**src/rtl/regfile_bypass_sb_if.sv**
```systemverilog
// Decode-stage register file bus: read ports, writeback port, issue scoreboard port, debug tap.
// master = pipeline side driving indices/data, slave = the register file.
interface regfile_bypass_sb_if #(
    parameter int XLEN = 32,
    parameter int AW   = 5,
    parameter int NRD  = 2
);
    logic [NRD*AW-1:0]   rd_addr;
    logic [NRD*XLEN-1:0] rd_data;
    logic [NRD-1:0]      rd_busy;
    logic                we;
    logic [AW-1:0]       wr_addr;
    logic [XLEN-1:0]     wr_data;
    logic                pend_set;
    logic [AW-1:0]       pend_addr;
    logic                pend_any;
    logic [XLEN-1:0]     dbg_data;

    modport master (
        output rd_addr, we, wr_addr, wr_data, pend_set, pend_addr,
        input  rd_data, rd_busy, pend_any, dbg_data
    );

    modport slave (
        input  rd_addr, we, wr_addr, wr_data, pend_set, pend_addr,
        output rd_data, rd_busy, pend_any, dbg_data
    );
endinterface

```
**src/rtl/regfile_bypass_sb.sv**
```systemverilog
// Register file with NRD combinational read ports, optional write-to-read bypass,
// per-register pending scoreboard and a registered debug tap; r0 reads as zero.
module regfile_bypass_sb #(
    parameter int XLEN    = 32,
    parameter int NREGS   = 32,
    parameter int AW      = $clog2(NREGS),
    parameter int NRD     = 2,
    parameter int BYPASS  = 1,
    parameter int DBG_REG = 5
) (
    input  logic                 clk,
    input  logic                 reset,
    regfile_bypass_sb_if.slave   bus
);
    if (NRD < 1 || NRD > 4) begin : g_bad_nrd
        $error("regfile_bypass_sb: NRD must be 1..4");
    end
    if (NREGS < 2 || (NREGS & (NREGS - 1)) != 0) begin : g_bad_nregs
        $error("regfile_bypass_sb: NREGS must be a power of two >= 2");
    end
    if (DBG_REG < 0 || DBG_REG >= NREGS) begin : g_bad_dbg
        $error("regfile_bypass_sb: DBG_REG out of range");
    end

    localparam logic [AW-1:0] DBG_IDX = AW'(DBG_REG);

    logic [XLEN-1:0]  regs [NREGS];
    logic [NREGS-1:0] pend;
    logic [NREGS-1:0] pend_nxt;
    logic [XLEN-1:0]  dbg_q;
    logic [XLEN-1:0]  dbg_nxt;
    logic             wr_hit;
    logic             set_hit;

    // Not qualified by reset: reads during a reset cycle still see the bypass.
    assign wr_hit  = bus.we && (bus.wr_addr != '0);
    assign set_hit = bus.pend_set && (bus.pend_addr != '0);

    always_comb begin
        pend_nxt = pend;
        if (wr_hit) begin
            pend_nxt[bus.wr_addr] = 1'b0;
        end
        // Applied after the clear so a newly issued producer wins on the same index.
        if (set_hit) begin
            pend_nxt[bus.pend_addr] = 1'b1;
        end
        pend_nxt[0] = 1'b0;
    end

    always_comb begin
        dbg_nxt = '0;
        if (DBG_REG != 0) begin
            if (wr_hit && bus.wr_addr == DBG_IDX) begin
                dbg_nxt = bus.wr_data;
            end else begin
                dbg_nxt = regs[DBG_IDX];
            end
        end
    end

    always_ff @(posedge clk) begin
        if (reset) begin
            for (int i = 0; i < NREGS; i++) begin
                regs[i] <= '0;
            end
            pend  <= '0;
            dbg_q <= '0;
        end else begin
            if (wr_hit) begin
                regs[bus.wr_addr] <= bus.wr_data;
            end
            pend  <= pend_nxt;
            dbg_q <= dbg_nxt;
        end
    end

    for (genvar p = 0; p < NRD; p++) begin : g_rd
        logic [AW-1:0] addr;
        logic          byp;

        assign addr = bus.rd_addr[p*AW +: AW];
        assign byp  = (BYPASS != 0) && wr_hit && (addr == bus.wr_addr);

        assign bus.rd_data[p*XLEN +: XLEN] = (addr == '0) ? '0 :
                                             byp          ? bus.wr_data :
                                                            regs[addr];
        assign bus.rd_busy[p] = pend[addr] && !byp;
    end

    assign bus.pend_any = |pend;
    assign bus.dbg_data = dbg_q;
endmodule

```
**src/flat_wrapper.sv**
```systemverilog
// flat-port wrapper written by rule: the top's interface ports become plain ports
module regfile_bypass_sb_flat 
#(
    parameter int XLEN    = 32,
    parameter int NREGS   = 32,
    parameter int AW      = $clog2(NREGS),
    parameter int NRD     = 2,
    parameter int BYPASS  = 1,
    parameter int DBG_REG = 5
)
  (clk, reset, bus_rd_addr, bus_we, bus_wr_addr, bus_wr_data, bus_pend_set, bus_pend_addr, bus_rd_data, bus_rd_busy, bus_pend_any, bus_dbg_data);
  regfile_bypass_sb_if #(.XLEN(XLEN), .AW(AW), .NRD(NRD)) bus_i ();
  input  logic clk;
  input  logic reset;
  input wire logic [$bits(bus_i.rd_addr)-1:0] bus_rd_addr;
  input wire logic [$bits(bus_i.we)-1:0] bus_we;
  input wire logic [$bits(bus_i.wr_addr)-1:0] bus_wr_addr;
  input wire logic [$bits(bus_i.wr_data)-1:0] bus_wr_data;
  input wire logic [$bits(bus_i.pend_set)-1:0] bus_pend_set;
  input wire logic [$bits(bus_i.pend_addr)-1:0] bus_pend_addr;
  output wire logic [$bits(bus_i.rd_data)-1:0] bus_rd_data;
  output wire logic [$bits(bus_i.rd_busy)-1:0] bus_rd_busy;
  output wire logic [$bits(bus_i.pend_any)-1:0] bus_pend_any;
  output wire logic [$bits(bus_i.dbg_data)-1:0] bus_dbg_data;
  assign bus_i.rd_addr = bus_rd_addr;
  assign bus_i.we = bus_we;
  assign bus_i.wr_addr = bus_wr_addr;
  assign bus_i.wr_data = bus_wr_data;
  assign bus_i.pend_set = bus_pend_set;
  assign bus_i.pend_addr = bus_pend_addr;
  assign bus_rd_data = bus_i.rd_data;
  assign bus_rd_busy = bus_i.rd_busy;
  assign bus_pend_any = bus_i.pend_any;
  assign bus_dbg_data = bus_i.dbg_data;
  regfile_bypass_sb #(.XLEN(XLEN), .NREGS(NREGS), .AW(AW), .NRD(NRD), .BYPASS(BYPASS), .DBG_REG(DBG_REG)) u_core (.clk(clk), .reset(reset), .bus(bus_i));
endmodule
```
**config.mk**
```make
export PLATFORM = sky130hd
export DESIGN_NAME = regfile_bypass_sb_flat
export DESIGN_NICKNAME = d
export VERILOG_FILES = /design/src/rtl/regfile_bypass_sb_if.sv /design/src/rtl/regfile_bypass_sb.sv /design/src/flat_wrapper.sv
export SDC_FILE = /design/constraint.sdc
export NUM_CORES = 2
export LEC_CHECK = 0
export ABC_CLOCK_PERIOD_IN_PS = 5200
export CORE_MARGIN = 2
export CORE_UTILIZATION = 45
export DETAILED_ROUTE_END_ITERATION = 8
export GPL_ROUTABILITY_DRIVEN = 0
export MAX_ROUTING_LAYER = met4
export PLACE_DENSITY = 0.66
export SYNTH_ARGS = -nofsm -noshare
export SYNTH_HDL_FRONTEND = slang
export SYNTH_SLANG_ARGS = --single-unit
```
**constraint.sdc**
```tcl
create_clock -name clk -period 5.2 [get_ports clk]
set_input_delay 1.3 -clock clk [delete_from_list [all_inputs] [get_ports clk]]
set_output_delay 1.3 -clock clk [all_outputs]
set_load 0.005 [all_outputs]
```
==> out/results.ini <==
[hold_path]
hold_depth=2
hp-class=reg2reg

[floorplan]
initial_core_util=0.454
fp.dieW_um=366
design.die.area_mm2=0.134
io_pins=155
rows=132
fp.dieH_um=366
core_mm2=0.130

[cts]
cts_inserted_buffers=117
clk_pin_slew_worst_paths_ns=0.06
hold_buffers=0
clock_path_buffers=3
clock_sinks=1087
clk_latency_ns=0.74
h-tree-depth=3
cts_tree=yes
root_buffer=clkbuf_16

[run]
maxCapViolations=0

[grt]
grt_max_degree=50
overflow=0
grt_use_total=0.349
antenna_found_initial=16
grt_pass1_vias=41908
grt_pass1_wl_mm=316

[routing]
wl_per_cell_um=35.2
vias=43139
wl_mm=230
viasPerCell=6.62
drtAntennaViolNets=0
drc=0
drt_iter0_markers=7698
firstDrtPassIters=6

[timing]
final-setup-viol-count=8
final_max_slew_viol_count=0
fin_crit_sh=1.01
finalHoldViolations=0
whs_ns=0.509
grt_setup_unrepaired=yes
period_needed_ns=5.27
max_freq_mhz=190
relSlewSlack=0.359
final.setup.worst_slack_ns=-0.0743
fin_setup_tns_ns=-0.251
worst_pin_slew_ns=0.958
fin_skew_ns=0.0114

[synthesis]
synth_seq_cells=1087
synthCells=4249
netlist_area_mm2=0.0588
async_flop_share=0
synth_edf_count=1024
syn_avg_cell_area_um2=13.8
synth_warnings=0
synth.distinct_cells=71
ys_seq_area_frac=0.544
ys.flop_type=edfxtp_1

[critical_path]
reg2reg_depth=1
critPathArrivalTime_ns=3.97
path_class=in2out
crit_path_end_kind=primary output
critical_path.max_stage_delay_ns=0.59
path_delay_family=buffers and inverters
crit_required_ns=3.90
worst-path-max-fanout=13
crit_path_top_delay_cell=clkdlybuf4s50_1
path_buf_inv=5
path_depth=9
start_kind=input port
path_cells=buf_16, buf_12, bufbuf_16, buf_4, mux2i_1, a221oi_1, a2bb2oi_1, a221o_1, clkdlybuf4s50_1

[placed_design]
io_buffers=154
dp.cells=6241
dp_hpwl_mm=147
placed_cell_area_mm2=0.0654

[power_and_ir_drop]
clkPwrFrac=0.381
finalPower_uw=22300
power_density_mw_per_mm2=316
power.leakage_uw=0.0260
vdd_drop_max_mv=0.260
p_int_uw=16400
switchingPower_uw=5810
p_sw_frac=0.261
pwr-share-comb=0.155
pwr-share-seq=0.463

[cells_and_area]
final_cell_mix=edfxtp_1, and2_1, buf_4, mux2i_1, mux4_2
final_cells=6514
area_growth_syn_to_layout_pct=19.9
final_common_cell=edfxtp_1
num-fill-cells=10481
drive_above_1_share=0.268
fin_nets=4717
fin_area_mm2=0.0705

[run_status]
violations=setup timing
status=finished with violations

-- registers in the layout, indices dropped and copies added, names as in the netlist --
name,count
u_core.pend,31
u_core.bus.dbg_data,32
u_core.regs,1024
-- kinds of logic (layout without fill, tap and decap cells) --
group / count (synthesis) / after routing / synth area share
simple gates: 1410 / 1410 / 0.141
other cells: 1 / 41 / 0.0000637
buf+inv: 466 / 949 / 0.0420
flops: 1087 / 1087 / 0.544
xor+xnor: 10 / 10 / 0.00149
mux: 746 / 746 / 0.205
compound gates: 529 / 529 / 0.0669
-- path summary, 6_finish.rpt --
check	startpoint	end	slack (ns)
setup / recovery	bus_rd_addr[0]	bus_rd_data[27]	-0.07
hold / removal	u_core.pend[21]$_SDFF_PP0_	u_core.pend[21]$_SDFF_PP0_	0.51
setup reg to reg	u_core.regs[5][17]$_SDFFCE_PN0P_	u_core.bus.dbg_data[17]$_SDFF_PP0_	4.28
hold reg to reg	u_core.pend[21]$_SDFF_PP0_	u_core.pend[21]$_SDFF_PP0_	0.51
-- metrics by stage --
| step | worst slack [ns] | util |
|---|---|---|
| detailed placement | -0.363 | 0.505 |
| floorplan | 0.956 | - |
| global placement | -0.369 | 0.505 |
| CTS | -0.0316 | 0.537 |
| finish | -0.0743 | 0.544 |
| global route | -0.0470 | 0.544 |
-- cell type report --
cell class	count	area, µm²	area share
Timing Repair Buffer	691	7090	0.101
Antenna cell	9	22.5	0.000319
Clock inverter	66	649	0.00921
Multi-Input combinational cell	2727	25300	0.358
Clock buffer	155	3190	0.0453
Tap cell	1742	2180	0.0309
Sequential cell	1087	32000	0.454
Inverter	37	139	0.00197
-- power groups by stage --
stage	clock, µW	combinational [µW]	sequential (µW)
2_1_floorplan	0	1650	10400
3_3_place_gp	0	3180	10400
3_5_place_dp	0	3190	10500
4_1_cts	8500	3260	10300
5_1_grt	8840	3510	10400
6_report	8490	3460	10300
-- what timing repair did --
| item | CTS | global route |
|---|---|---|
| setup endpoints to repair | 44 | 47 |
| resized for setup | 63 | 91 |
| pin swaps | 5 | 22 |
| buffers inserted | 0 | 36 |
| gates cloned | 2 | 5 |
-- metal layers --
metal  vias up  share of wire  global-route usage
li1      17014              -                   -
met1     21728           0.36               0.457
met2      3685           0.43               0.494
met3       712           0.15               0.100
met4         0          0.059               0.181
met5         -              0                   -
-- synth_stat cells (12+ instances only) --
master	n	area [µm²]
and2_1	1000	6260
a211oi_2	12	150
a221o_1	34	340
nor2b_1	20	125
inv_1	34	128
o21ai_0	56	280
o22ai_1	53	332
buf_1	12	45.0
a211oi_1	32	240
buf_6	43	484
nand2b_1	16	100
mux2_2	13	146
dfxtp_1	63	1260
buf_4	24	180
nor3_1	70	350
o211ai_1	23	173
o21ai_1	21	105
nor2_1	117	439
edfxtp_1	1024	30700
a21o_1	58	435
nand2_1	101	379
and3_1	14	87.6
a22o_1	16	140
nor4_1	13	81.3
buf_2	59	295
a221oi_1	70	613
mux4_2	365	8220
clkbuf_1	274	1030
a21oi_1	43	215
mux2i_1	368	3680
a211o_1	14	123
a22oi_1	51	383
Note: power is estimated with default switching activity, not from simulation.
